## config.mk

```make
export PLATFORM = sky130hd
export DESIGN_NAME = axi_ar_rr_arbiter
export DESIGN_NICKNAME = d
export VERILOG_FILES = /design/src/rtl/axi_pkg.sv /design/src/rtl/axi_ar_decoder.sv /design/src/rtl/axi_ar_rr_arbiter.sv
export SDC_FILE = /design/constraint.sdc
export NUM_CORES = 1
export LEC_CHECK = 0
export ABC_AREA = 0
export CORE_ASPECT_RATIO = 0.9
export CORE_MARGIN = 2
export CORE_UTILIZATION = 30
export CTS_BUF_LIST = sky130_fd_sc_hd__clkbuf_8
export DETAILED_ROUTE_END_ITERATION = 10
export PLACE_DENSITY = 0.74
export SYNTH_ARGS = -nofsm -noshare
export SYNTH_HDL_FRONTEND = slang
export SYNTH_HIERARCHICAL = 1
export SYNTH_SLANG_ARGS = --single-unit
```

## constraint.sdc

```tcl
create_clock -name ACLK -period 3.21 [get_ports ACLK]
set_clock_uncertainty 0.1 [all_clocks]
set_input_delay 0.642 -clock ACLK [delete_from_list [all_inputs] [get_ports ACLK]]
set_output_delay 0.642 -clock ACLK [all_outputs]
set_load 0.02 [all_outputs]
```

## src/rtl/axi_pkg.sv

```systemverilog
// Shared AXI interconnect definitions: AR arbiter states, slave address map
// and the width of the master-index tag prepended to slave-side IDs.
package axi_pkg;

   // Width of the master-index field prepended to slave-side IDs
   localparam int unsigned AXI_MIDX_BITS = 4;

   // Address width and number of entries in the slave map
   localparam int unsigned MAP_BITS = 32;
   localparam int unsigned MAP_LEN  = 3;

   // AR arbiter FSM states
   typedef enum logic [1:0] {
      AR_IDLE = 2'd0,
      AR_ADDR = 2'd1,
      AR_DATA = 2'd2
   } ar_state_e;

   // Inclusive slave address windows; the first matching entry wins
   localparam logic [MAP_BITS-1:0] SLV_BASE [MAP_LEN] = '{
      32'h1000_0000,
      32'h2000_0000,
      32'h3000_0000
   };

   localparam logic [MAP_BITS-1:0] SLV_LAST [MAP_LEN] = '{
      32'h1FFF_FFFF,
      32'h2FFF_FFFF,
      32'h3FFF_FFFF
   };

endpackage

```

## src/rtl/axi_ar_decoder.sv

```systemverilog
// Combinational address decoder against the shared slave map. It returns the
// first matching slave index and a hit flag. On a miss, sel is 0.
// The AW arbiter uses this block too.
module axi_ar_decoder
   import axi_pkg::*;
#(
   parameter int unsigned NUM_SLAVES = MAP_LEN,
   parameter int unsigned ADDR_BITS  = 32,
   parameter int unsigned SEL_BITS   = (NUM_SLAVES > 1) ? $clog2(NUM_SLAVES) : 1
) (
   input  logic [ADDR_BITS-1:0] addr,
   output logic [SEL_BITS-1:0]  sel,
   output logic                 hit
);

   localparam int unsigned CMP_BITS = (ADDR_BITS > MAP_BITS) ? ADDR_BITS : MAP_BITS;

   // Priority search: the lowest-numbered matching window wins
   always_comb begin
      sel = '0;
      hit = 1'b0;
      for (int unsigned i = 0; i < NUM_SLAVES; i++) begin
         if (!hit &&
             (CMP_BITS'(addr) >= CMP_BITS'(SLV_BASE[i])) &&
             (CMP_BITS'(addr) <= CMP_BITS'(SLV_LAST[i]))) begin
            hit = 1'b1;
            sel = SEL_BITS'(i);
         end
      end
   end

endmodule

```

## src/rtl/axi_ar_rr_arbiter.sv

```systemverilog
// Round-robin AXI read-address arbiter. It grants one master, decodes the
// granted address and routes AR valid/ready to one slave. The grant is held
// until the RLAST handshake of the burst.
// Optional: define AXI_AR_DECERR_EN to accept decode misses locally and flag
// them for a default-slave responder (decerr_o / decerr_id_o).
module axi_ar_rr_arbiter
   import axi_pkg::*;
#(
   parameter int unsigned NUM_MASTERS = 2,
   parameter int unsigned NUM_SLAVES  = 3,
   parameter int unsigned ID_BITS     = 4,
   parameter int unsigned ADDR_BITS   = 32,
   parameter int unsigned LEN_BITS    = 4,
   parameter int unsigned SIZE_BITS   = 3
) (
   input  logic                                   ACLK,
   input  logic                                   ARESETn,
   input  logic [NUM_MASTERS-1:0][ID_BITS-1:0]    ARID_M,
   input  logic [NUM_MASTERS-1:0][ADDR_BITS-1:0]  ARADDR_M,
   input  logic [NUM_MASTERS-1:0][LEN_BITS-1:0]   ARLEN_M,
   input  logic [NUM_MASTERS-1:0][SIZE_BITS-1:0]  ARSIZE_M,
   input  logic [NUM_MASTERS-1:0][1:0]            ARBURST_M,
   input  logic [NUM_MASTERS-1:0]                 ARVALID_M,
   output logic [NUM_MASTERS-1:0]                 ARREADY_M,
   input  logic [NUM_MASTERS-1:0]                 RVALID_M,
   input  logic [NUM_MASTERS-1:0]                 RREADY_M,
   input  logic [NUM_MASTERS-1:0]                 RLAST_M,
   output logic [ID_BITS+AXI_MIDX_BITS-1:0]       ARID_S,
   output logic [ADDR_BITS-1:0]                   ARADDR_S,
   output logic [LEN_BITS-1:0]                    ARLEN_S,
   output logic [SIZE_BITS-1:0]                   ARSIZE_S,
   output logic [1:0]                             ARBURST_S,
   output logic [NUM_SLAVES-1:0]                  ARVALID_S,
   input  logic [NUM_SLAVES-1:0]                  ARREADY_S,
   output logic [NUM_MASTERS-1:0]                 grant_o,
   output logic                                   busy_o
`ifdef AXI_AR_DECERR_EN
   ,
   output logic                                   decerr_o,
   output logic [ID_BITS+AXI_MIDX_BITS-1:0]       decerr_id_o
`endif
);

   localparam int unsigned IDX_W    = $clog2(NUM_MASTERS);
   localparam int unsigned TID_W    = ID_BITS + AXI_MIDX_BITS;
   localparam int unsigned SEL_BITS = (NUM_SLAVES > 1) ? $clog2(NUM_SLAVES) : 1;

   ar_state_e              state_q, state_d;
   logic [IDX_W-1:0]       rr_ptr_q, rr_ptr_d;
   logic [IDX_W-1:0]       gnt_q, gnt_d;
   logic [TID_W-1:0]       cap_id_q, cap_id_d;
   logic [ADDR_BITS-1:0]   cap_addr_q, cap_addr_d;
   logic [LEN_BITS-1:0]    cap_len_q, cap_len_d;
   logic [SIZE_BITS-1:0]   cap_size_q, cap_size_d;
   logic [1:0]             cap_burst_q, cap_burst_d;
`ifdef AXI_AR_DECERR_EN
   logic                   decerr_q, decerr_d;
   logic [TID_W-1:0]       decerr_id_q, decerr_id_d;
`endif

   logic [IDX_W-1:0]       win_idx;
   logic                   win_found;
   int unsigned            cand;
   logic [SEL_BITS-1:0]    dec_sel, sel;
   logic                   dec_hit;
   logic                   ar_hs;

   // Decode the address of the currently granted master
   axi_ar_decoder #(
      .NUM_SLAVES (NUM_SLAVES),
      .ADDR_BITS  (ADDR_BITS),
      .SEL_BITS   (SEL_BITS)
   ) u_dec (
      .addr (ARADDR_M[gnt_q]),
      .sel  (dec_sel),
      .hit  (dec_hit)
   );

`ifdef AXI_AR_DECERR_EN
   assign sel = dec_sel;
`else
   // A miss falls through to slave 0
   assign sel = dec_hit ? dec_sel : '0;
`endif

   // Round-robin search: find the first requester at or above rr_ptr, wrapping to 0
   always_comb begin
      win_idx   = '0;
      win_found = 1'b0;
      cand      = 0;
      for (int unsigned k = 0; k < NUM_MASTERS; k++) begin
         cand = 32'(rr_ptr_q) + k;
         if (cand >= NUM_MASTERS) cand = cand - NUM_MASTERS;
         if (!win_found && ARVALID_M[IDX_W'(cand)]) begin
            win_found = 1'b1;
            win_idx   = IDX_W'(cand);
         end
      end
   end

   // State, pointer, grant and capture registers
   always_ff @(posedge ACLK or negedge ARESETn) begin
      if (!ARESETn) begin
         state_q     <= AR_IDLE;
         rr_ptr_q    <= '0;
         gnt_q       <= '0;
         cap_id_q    <= '0;
         cap_addr_q  <= '0;
         cap_len_q   <= '0;
         cap_size_q  <= '0;
         cap_burst_q <= '0;
`ifdef AXI_AR_DECERR_EN
         decerr_q    <= 1'b0;
         decerr_id_q <= '0;
`endif
      end else begin
         state_q     <= state_d;
         rr_ptr_q    <= rr_ptr_d;
         gnt_q       <= gnt_d;
         cap_id_q    <= cap_id_d;
         cap_addr_q  <= cap_addr_d;
         cap_len_q   <= cap_len_d;
         cap_size_q  <= cap_size_d;
         cap_burst_q <= cap_burst_d;
`ifdef AXI_AR_DECERR_EN
         decerr_q    <= decerr_d;
         decerr_id_q <= decerr_id_d;
`endif
      end
   end

   // Next-state logic and AR routing. The ADDR path is combinational from
   // master to slave and back.
   always_comb begin
      state_d     = state_q;
      rr_ptr_d    = rr_ptr_q;
      gnt_d       = gnt_q;
      cap_id_d    = cap_id_q;
      cap_addr_d  = cap_addr_q;
      cap_len_d   = cap_len_q;
      cap_size_d  = cap_size_q;
      cap_burst_d = cap_burst_q;
`ifdef AXI_AR_DECERR_EN
      decerr_d    = 1'b0;
      decerr_id_d = decerr_id_q;
`endif
      ARVALID_S   = '0;
      ARREADY_M   = '0;
      ARID_S      = cap_id_q;
      ARADDR_S    = cap_addr_q;
      ARLEN_S     = cap_len_q;
      ARSIZE_S    = cap_size_q;
      ARBURST_S   = cap_burst_q;
      grant_o     = '0;
      busy_o      = 1'b0;
      ar_hs       = 1'b0;

      case (state_q)
         AR_IDLE: begin
            if (win_found) begin
               gnt_d   = win_idx;
               state_d = AR_ADDR;
            end
         end

         AR_ADDR: begin
            busy_o         = 1'b1;
            grant_o[gnt_q] = 1'b1;
            ARID_S         = {AXI_MIDX_BITS'(gnt_q), ARID_M[gnt_q]};
            ARADDR_S       = ARADDR_M[gnt_q];
            ARLEN_S        = ARLEN_M[gnt_q];
            ARSIZE_S       = ARSIZE_M[gnt_q];
            ARBURST_S      = ARBURST_M[gnt_q];
`ifdef AXI_AR_DECERR_EN
            if (dec_hit) begin
               ARVALID_S[sel]   = ARVALID_M[gnt_q];
               ARREADY_M[gnt_q] = ARREADY_S[sel];
            end else begin
               ARREADY_M[gnt_q] = ARVALID_M[gnt_q];
            end
`else
            ARVALID_S[sel]   = ARVALID_M[gnt_q];
            ARREADY_M[gnt_q] = ARREADY_S[sel];
`endif
            ar_hs = ARVALID_M[gnt_q] & ARREADY_M[gnt_q];
            if (ar_hs) begin
               cap_id_d    = ARID_S;
               cap_addr_d  = ARADDR_M[gnt_q];
               cap_len_d   = ARLEN_M[gnt_q];
               cap_size_d  = ARSIZE_M[gnt_q];
               cap_burst_d = ARBURST_M[gnt_q];
               state_d     = AR_DATA;
`ifdef AXI_AR_DECERR_EN
               if (!dec_hit) begin
                  decerr_d    = 1'b1;
                  decerr_id_d = ARID_S;
               end
`endif
            end
         end

         AR_DATA: begin
            busy_o         = 1'b1;
            grant_o[gnt_q] = 1'b1;
            if (RVALID_M[gnt_q] & RREADY_M[gnt_q] & RLAST_M[gnt_q]) begin
               state_d  = AR_IDLE;
               rr_ptr_d = (gnt_q == IDX_W'(NUM_MASTERS - 1)) ? '0 : gnt_q + IDX_W'(1);
            end
         end

         default: state_d = AR_IDLE;
      endcase
   end

`ifdef AXI_AR_DECERR_EN
   assign decerr_o    = decerr_q;
   assign decerr_id_o = decerr_id_q;
`endif

endmodule
```

==> flow_summary.json, run 1 <==
{
  "drc": 0,
  "worst_r2r_path_depth": 8,
  "grt-ovfl-total": 0,
  "grtUsageMet2": 0.262,
  "final-max-slew-violation-count": 0,
  "dieHeight_um": 104,
  "filler_cell_count": 1012,
  "setup_slack_on_the_worst_flop_to_flop_path_ps": 250,
  "rr_endpoint": "cap_addr_q[14]",
  "insertedDiodeCount": 0,
  "combPwrFrac": 0.712,
  "min_period_over_period": 0.963,
  "post_synth_inst_count": 281,
  "worstPathRequired_ps": 2470,
  "first_iter_violations": 104,
  "std_cell_rows": 36,
  "power_switching_mw": 2.04,
  "path_clk_slew_ps": 90,
  "layout_commonest_cell": "clkdlybuf4s50_1",
  "num-nets-final": 550,
  "ant_nets": 0,
  "rr_startpoint": "gnt_q",
  "cp_data_arrival_time_ps": 2350,
  "area_delta_synth_final_pct": 58.9,
  "most-common-layout-cells": "clkdlybuf4s50_1, mux2_2, dfrtp_1, mux2_4, buf_4",
  "timing.final.setup_violations": 0,
  "maximum_number_of_pins_on_one_net_before_global_route_repair": 36,
  "min-delay-path-class": "in -> async",
  "clock.fmax_ghz": 0.323,
  "cp_cell_sequence": "mux2_4 -> nor4b_4 -> and4b_2 -> a211oi_4 -> nor3b_2 -> buf_4",
  "synth_seq_cells": 50,
  "vias_in_the_first_global_route": 3013,
  "p_clk_frac": 0.072,
  "status": "completed",
  "worst-setup-path-type": "reg -> out",
  "cts_hold_buf": 0,
  "synth_top_flop_cell": "dfrtp_1",
  "swShare": 0.395,
  "insertion_delay_ps": 290,
  "pre_cts_ws_ps": -575,
  "power_report.internal_total_mw": 3.13,
  "die_area_um2": 12000,
  "rsz0062_at_grt": "no",
  "detailroute.via_count": 2824,
  "synth-edff-count": 0,
  "cellLeakagePower_nw": 2.26,
  "fin_util": 0.489,
  "max-slew-margin-rel": 0.555,
  "cp_slowest_stage_delay_ps": 490,
  "gp_congestion": 0.755,
  "tritoncts.num_buffers": 5,
  "synth.yosys.seq_area_share": 0.375,
  "global_route.usage.met1": 0.171,
  "post_drt_wl_per_cell_um": 14.6,
  "post_synth_num_cell_types": 35,
  "antenna_violations_before_repair": 0,
  "final_critical_path_setup_slack_ps": 118,
  "placement.io_buffers": 156,
  "worst_slew_pin_slew_ps": 668,
  "endpoint_kind": "primary output",
  "grt_util_overall": 0.142,
  "report.final.hold_viol_count": 0,
  "hpwlAfterDp_mm": 6.59,
  "busiest_layer": "met2",
  "asyncSetResetFlopFracSynth": 1.00,
  "cts_tree": "yes",
  "timing.critical_path.from_type": "flip-flop",
  "groute.layer.met3.usage": 0.0239,
  "cts_root_buf": "clkbuf_8",
  "top_level_ports": 160,
  "floorplan.initialDensity": 0.308,
  "yosys_warnings": 6,
  "cts.sink_count": 50,
  "post-layout-total-power_mw": 5.17,
  "max_cap_violations": 0,
  "critPathMaxFanout": 6,
  "post_synth.cell_area_avg_um2": 11.9,
  "wirelength_mm": 8.69,
  "final_layout_size_suffix_gt1_frac": 0.321,
  "reg_power_frac": 0.216,
  "global_route_wire_length_before_repair_mm": 14.1,
  "drt_pre_antenna_iters": 4,
  "viasPerCell": 4.73,
  "timing.critical_path.slowest_stage_cell": "dfrtp_2",
  "cts_buffer_depth": 2,
  "post_synth_instance_area_um2": 3340,
  "cts_htree_levels": 2,
  "pwr_density_cell_nw_per_um2": 974,
  "width_of_the_chip_um": 115,
  "core_area_um2": 10900,
  "min_period_ps": 3090,
  "vdd_drop_max_v": 0.000390
}
-- power groups by stage --
stage / clock network, mW / registers (mW) / logic (mW)
3_3_place_gp: 0 / 1.11 / 3.62
6_report: 0.370 / 1.12 / 3.68
5_1_grt: 0.419 / 1.16 / 3.94
3_5_place_dp: 0 / 1.12 / 3.66
2_1_floorplan: 0 / 1.06 / 2.31
4_1_cts: 0.391 / 1.12 / 3.70
-- flip-flops by register name (all words and copies together), names as in the netlist --
name and flops:
cap_size_q 3, cap_burst_q 2, cap_len_q 4, state_q 2, cap_id_q 5, cap_addr_q 32, rr_ptr_q 1, gnt_q 1
-- worst max-delay path: cells and delay by family, from the launching register on --
family / cells / cell delay (ps)
simple gates: 3 / 730
flops: 1 / 490
mux: 1 / 350
compound gates: 1 / 310
buf+inv: 1 / 170
-- layout make-up --
type | count | area, um^2 | share of cell area
clock buffer | 6 | 82.6 | 0.0156
sequential | 50 | 1250 | 0.236
timing repair buffer | 178 | 1770 | 0.334
tap | 152 | 190 | 0.0358
multi-input combinational | 205 | 1990 | 0.375
clock inverter | 2 | 8.76 | 0.00165
inverter | 4 | 15.0 | 0.00283
-- cell families (layout without fill, tap and decap cells) --
| kind of cell | Yosys count | count (layout) | synth area share |
|---|---|---|---|
| mux | 113 | 113 | 0.411 |
| flops | 50 | 50 | 0.375 |
| compound gates | 49 | 49 | 0.0914 |
| simple gates | 37 | 37 | 0.0633 |
| buf+inv | 28 | 190 | 0.0476 |
| fa+ha+maj | 3 | 3 | 0.0112 |
| other cells | 1 | 3 | 0.00112 |
-- synth_stat cells, types with 2 or more instances --
master     n  area share
clkbuf_1   4      0.0045
mux2_2    68        0.23
inv_1      4      0.0045
mux2i_1   14       0.042
a21oi_1   14       0.021
and3_1     2      0.0037
buf_2     10       0.015
o31ai_1   13       0.029
dfrtp_1   50        0.37
nand2_1    3      0.0034
nor3b_1    4      0.0090
buf_6      3       0.010
nor2_1    15       0.017
ha_1       3       0.011
and4b_1    2      0.0060
buf_4      5       0.011
nor3_1     2      0.0030
o21ai_0   17       0.025
mux2_4    31        0.14
buf_1      2      0.0022
-- timing repair --
action                     4_1_cts  5_1_grt
setup endpoints to repair       36        7
pin swaps                        2        4
gates resized for setup         22       15
buffers inserted                 1        3
-- metrics by stage --
step | cell area (um^2) | hold slack (ps) | cells | setup TNS (ps)
2_1_floorplan | 3350 | 246 | 283 | -17.7
3_3_place_gp | 5130 | 387 | 585 | -11020
3_5_place_dp | 5130 | 391 | 585 | -13790
4_1_cts | 5250 | 294 | 594 | -21.1
5_1_grt | 5310 | 318 | 597 | 0
6_report | 5310 | 277 | 597 | 0
-- how the worst max path moves through the flow --
stage | start | endpoint | slack [ps]
final | gnt_q | ARREADY_M[0] | 120
after global routing | state_q[1] | ARADDR_S[4] | 10
after detailed placement | ARADDR_M[63] | ARREADY_M[0] | -580
after floorplan | gnt_q | ARREADY_M[1] | -20
after global placement | ARADDR_M[63] | ARREADY_M[1] | -510
after CTS | ARADDR_M[28] | ARREADY_M[0] | -10
-- layer usage --
layer | vias to the layer above | wire, um
met4 | 0 | 64
met5 | - | 0
met1 | 1377 | 3650
met2 | 94 | 4460
met3 | 4 | 518
li1 | 1349 | -
No activity file was read; power rests on OpenSTA's default activity.
==> inputs of run 2 (changes only) <==
--- a/config.mk
+++ b/config.mk
@@ -9,7 +9,7 @@
 export CORE_ASPECT_RATIO = 0.9
 export CORE_MARGIN = 2
 export CORE_UTILIZATION = 30
-export CTS_BUF_LIST = sky130_fd_sc_hd__clkbuf_8
+export CTS_BUF_LIST = sky130_fd_sc_hd__clkbuf_16
 export DETAILED_ROUTE_END_ITERATION = 10
 export PLACE_DENSITY = 0.74
 export SYNTH_ARGS = -nofsm -noshare
==> flow_summary.json, run 2 (synthesis gave the netlist of run 1 again) <==
{
  "status": "completed",
  "cp_slowest_stage_delay_ps": 480,
  "gp_congestion": 0.755,
  "cp.buffers_inverters": 1,
  "insertion_delay_ps": 280,
  "clock.fmax_ghz": 0.325,
  "largest_reg_flops": 32,
  "global_route_wire_length_before_repair_mm": 14.0,
  "antenna_violations_before_repair": 0,
  "width_of_the_chip_um": 115,
  "report.final.hold_viol_count": 0,
  "grt_util_overall": 0.143,
  "cp_data_arrival_time_ps": 2340,
  "largest_register": "cap_addr_q",
  "tritoncts.num_buffers": 5,
  "seqCellArea_um2": 1250,
  "multi_input_area_um2": 1990,
  "cts_buffer_depth": 2,
  "busiest_layer": "met2",
  "cts.sink_count": 50,
  "vdd_drop_max_v": 0.000390,
  "maximum_number_of_pins_on_one_net_before_global_route_repair": 36,
  "cp_cell_sequence": "mux2_4 -> nor4b_4 -> and4b_2 -> a211oi_4 -> nor3b_2 -> buf_4",
  "worstPathRequired_ps": 2470,
  "swShare": 0.390,
  "min_period_ps": 3080,
  "cts_hold_buf": 0,
  "std_cell_rows": 36,
  "path_clk_slew_ps": 70,
  "reg_power_frac": 0.211,
  "p_clk_frac": 0.094,
  "worst_slew_pin_slew_ps": 670,
  "drc": 0,
  "final-max-slew-violation-count": 0,
  "endpoint_kind": "primary output",
  "pwr_density_cell_nw_per_um2": 991,
  "insertedDiodeCount": 0,
  "hpwlAfterDp_mm": 6.59,
  "combPwrFrac": 0.695,
  "timing.critical_path.slowest_stage_cell": "dfrtp_2",
  "power_switching_mw": 2.07,
  "floorplan.initialDensity": 0.308,
  "wirelength_mm": 8.80,
  "critPathTopFamily": "simple AND/OR/NAND/NOR gates",
  "fin_util": 0.493,
  "grtUsageMet2": 0.259,
  "vias_in_the_first_global_route": 3001,
  "timing.final.setup_violations": 0,
  "whs_ps": 292,
  "cts_root_buf": "clkbuf_16",
  "groute.layer.met3.usage": 0.0256,
  "max-slew-margin-rel": 0.554,
  "placement.io_buffers": 156,
  "cellLeakagePower_nw": 2.28,
  "placedCellCount": 585,
  "filler_cell_count": 1005,
  "top_regs": "cap_addr_q (32), cap_id_q (5), cap_len_q (4)",
  "global_route.usage.met1": 0.173,
  "min_period_over_period": 0.959,
  "critPathMaxFanout": 6,
  "rsz0062_at_grt": "no",
  "detailroute.via_count": 2817,
  "area_delta_synth_final_pct": 60.3,
  "worst-setup-path-type": "reg -> out",
  "timing.critical_path.from_type": "flip-flop",
  "max_cap_violations": 0,
  "final_layout_size_suffix_gt1_frac": 0.319,
  "drt_pre_antenna_iters": 4,
  "die_area_um2": 12000,
  "layout_commonest_cell": "clkdlybuf4s50_1",
  "num-nets-final": 550,
  "post_drt_wl_per_cell_um": 14.7,
  "min-delay-path-class": "in -> async",
  "cts_tree": "yes",
  "power_report.internal_total_mw": 3.24,
  "first_iter_violations": 98,
  "top_level_ports": 160,
  "ant_nets": 0,
  "viasPerCell": 4.72,
  "layout.cells.non_filler": 597,
  "grt-ovfl-total": 0,
  "most-common-layout-cells": "clkdlybuf4s50_1, mux2_2, dfrtp_1, mux2_4, buf_4",
  "core_area_um2": 10900,
  "cts_htree_levels": 2,
  "dieHeight_um": 104
}
run 2: layer usage:
| metal | part of all wire | up-vias |
|---|---|---|
| met2 | 0.50 | 93 |
| met4 | 0.0072 | 0 |
| met1 | 0.43 | 1373 |
| li1 | - | 1347 |
| met5 | 0 | - |
| met3 | 0.058 | 4 |
run 2: worst paths after layout:
kind | startpoint | endpoint | slack [ps] | cells after the start
hold reg to reg | cap_addr_q[28] | cap_addr_q[28] | 410 | 1
hold / removal | ARESETn | cap_addr_q[9] | 290 | 1
min in group ACLK | cap_addr_q[28] | cap_addr_q[28] | 410 | 1
max in group asynchronous | ARESETn | cap_len_q[3] | 2090 | 2
setup reg to reg | gnt_q | cap_addr_q[13] | 240 | 8
setup / recovery | gnt_q | ARREADY_M[0] | 130 | 6
run 2: timing repair:
| item | 4_1_cts | 5_1_grt |
|---|---|---|
| pin swaps | 2 | 4 |
| gates cloned | 0 | 0 |
| endpoints found under the setup margin | 36 | 21 |
| resized for setup | 22 | 15 |
| buffers inserted | 1 | 3 |
run 2: layout make-up:
| type | count | share of cell area |
|---|---|---|
| Clock buffer | 5 | 0.0234 |
| Clock inverter | 3 | 0.00234 |
| Inverter | 4 | 0.00280 |
| Multi-Input combinational cell | 205 | 0.371 |
| Sequential cell | 50 | 0.234 |
| Tap cell | 152 | 0.0355 |
| Timing Repair Buffer | 178 | 0.331 |
run 2: through the flow:
stage | total power, mW | TNS [ps] | worst slack (ps) | area [um^2]
5_1_grt | 5.65 | 0 | 41.3 | 5350
3_3_place_gp | 4.73 | -11020 | -508 | 5130
6_report | 5.31 | 0 | 133 | 5350
4_1_cts | 5.34 | -21.1 | -12.1 | 5290
2_1_floorplan | 3.37 | -17.7 | -17.7 | 3350
3_5_place_dp | 4.78 | -13790 | -575 | 5130
run 2: power by group through the flow:
stage / clock (mW) / sequential, mW / combinational, mW
5_1_grt: 0.544 / 1.16 / 3.94
3_5_place_dp: 0 / 1.12 / 3.66
4_1_cts: 0.517 / 1.12 / 3.70
3_3_place_gp: 0 / 1.11 / 3.62
2_1_floorplan: 0 / 1.06 / 2.31
6_report: 0.499 / 1.12 / 3.69
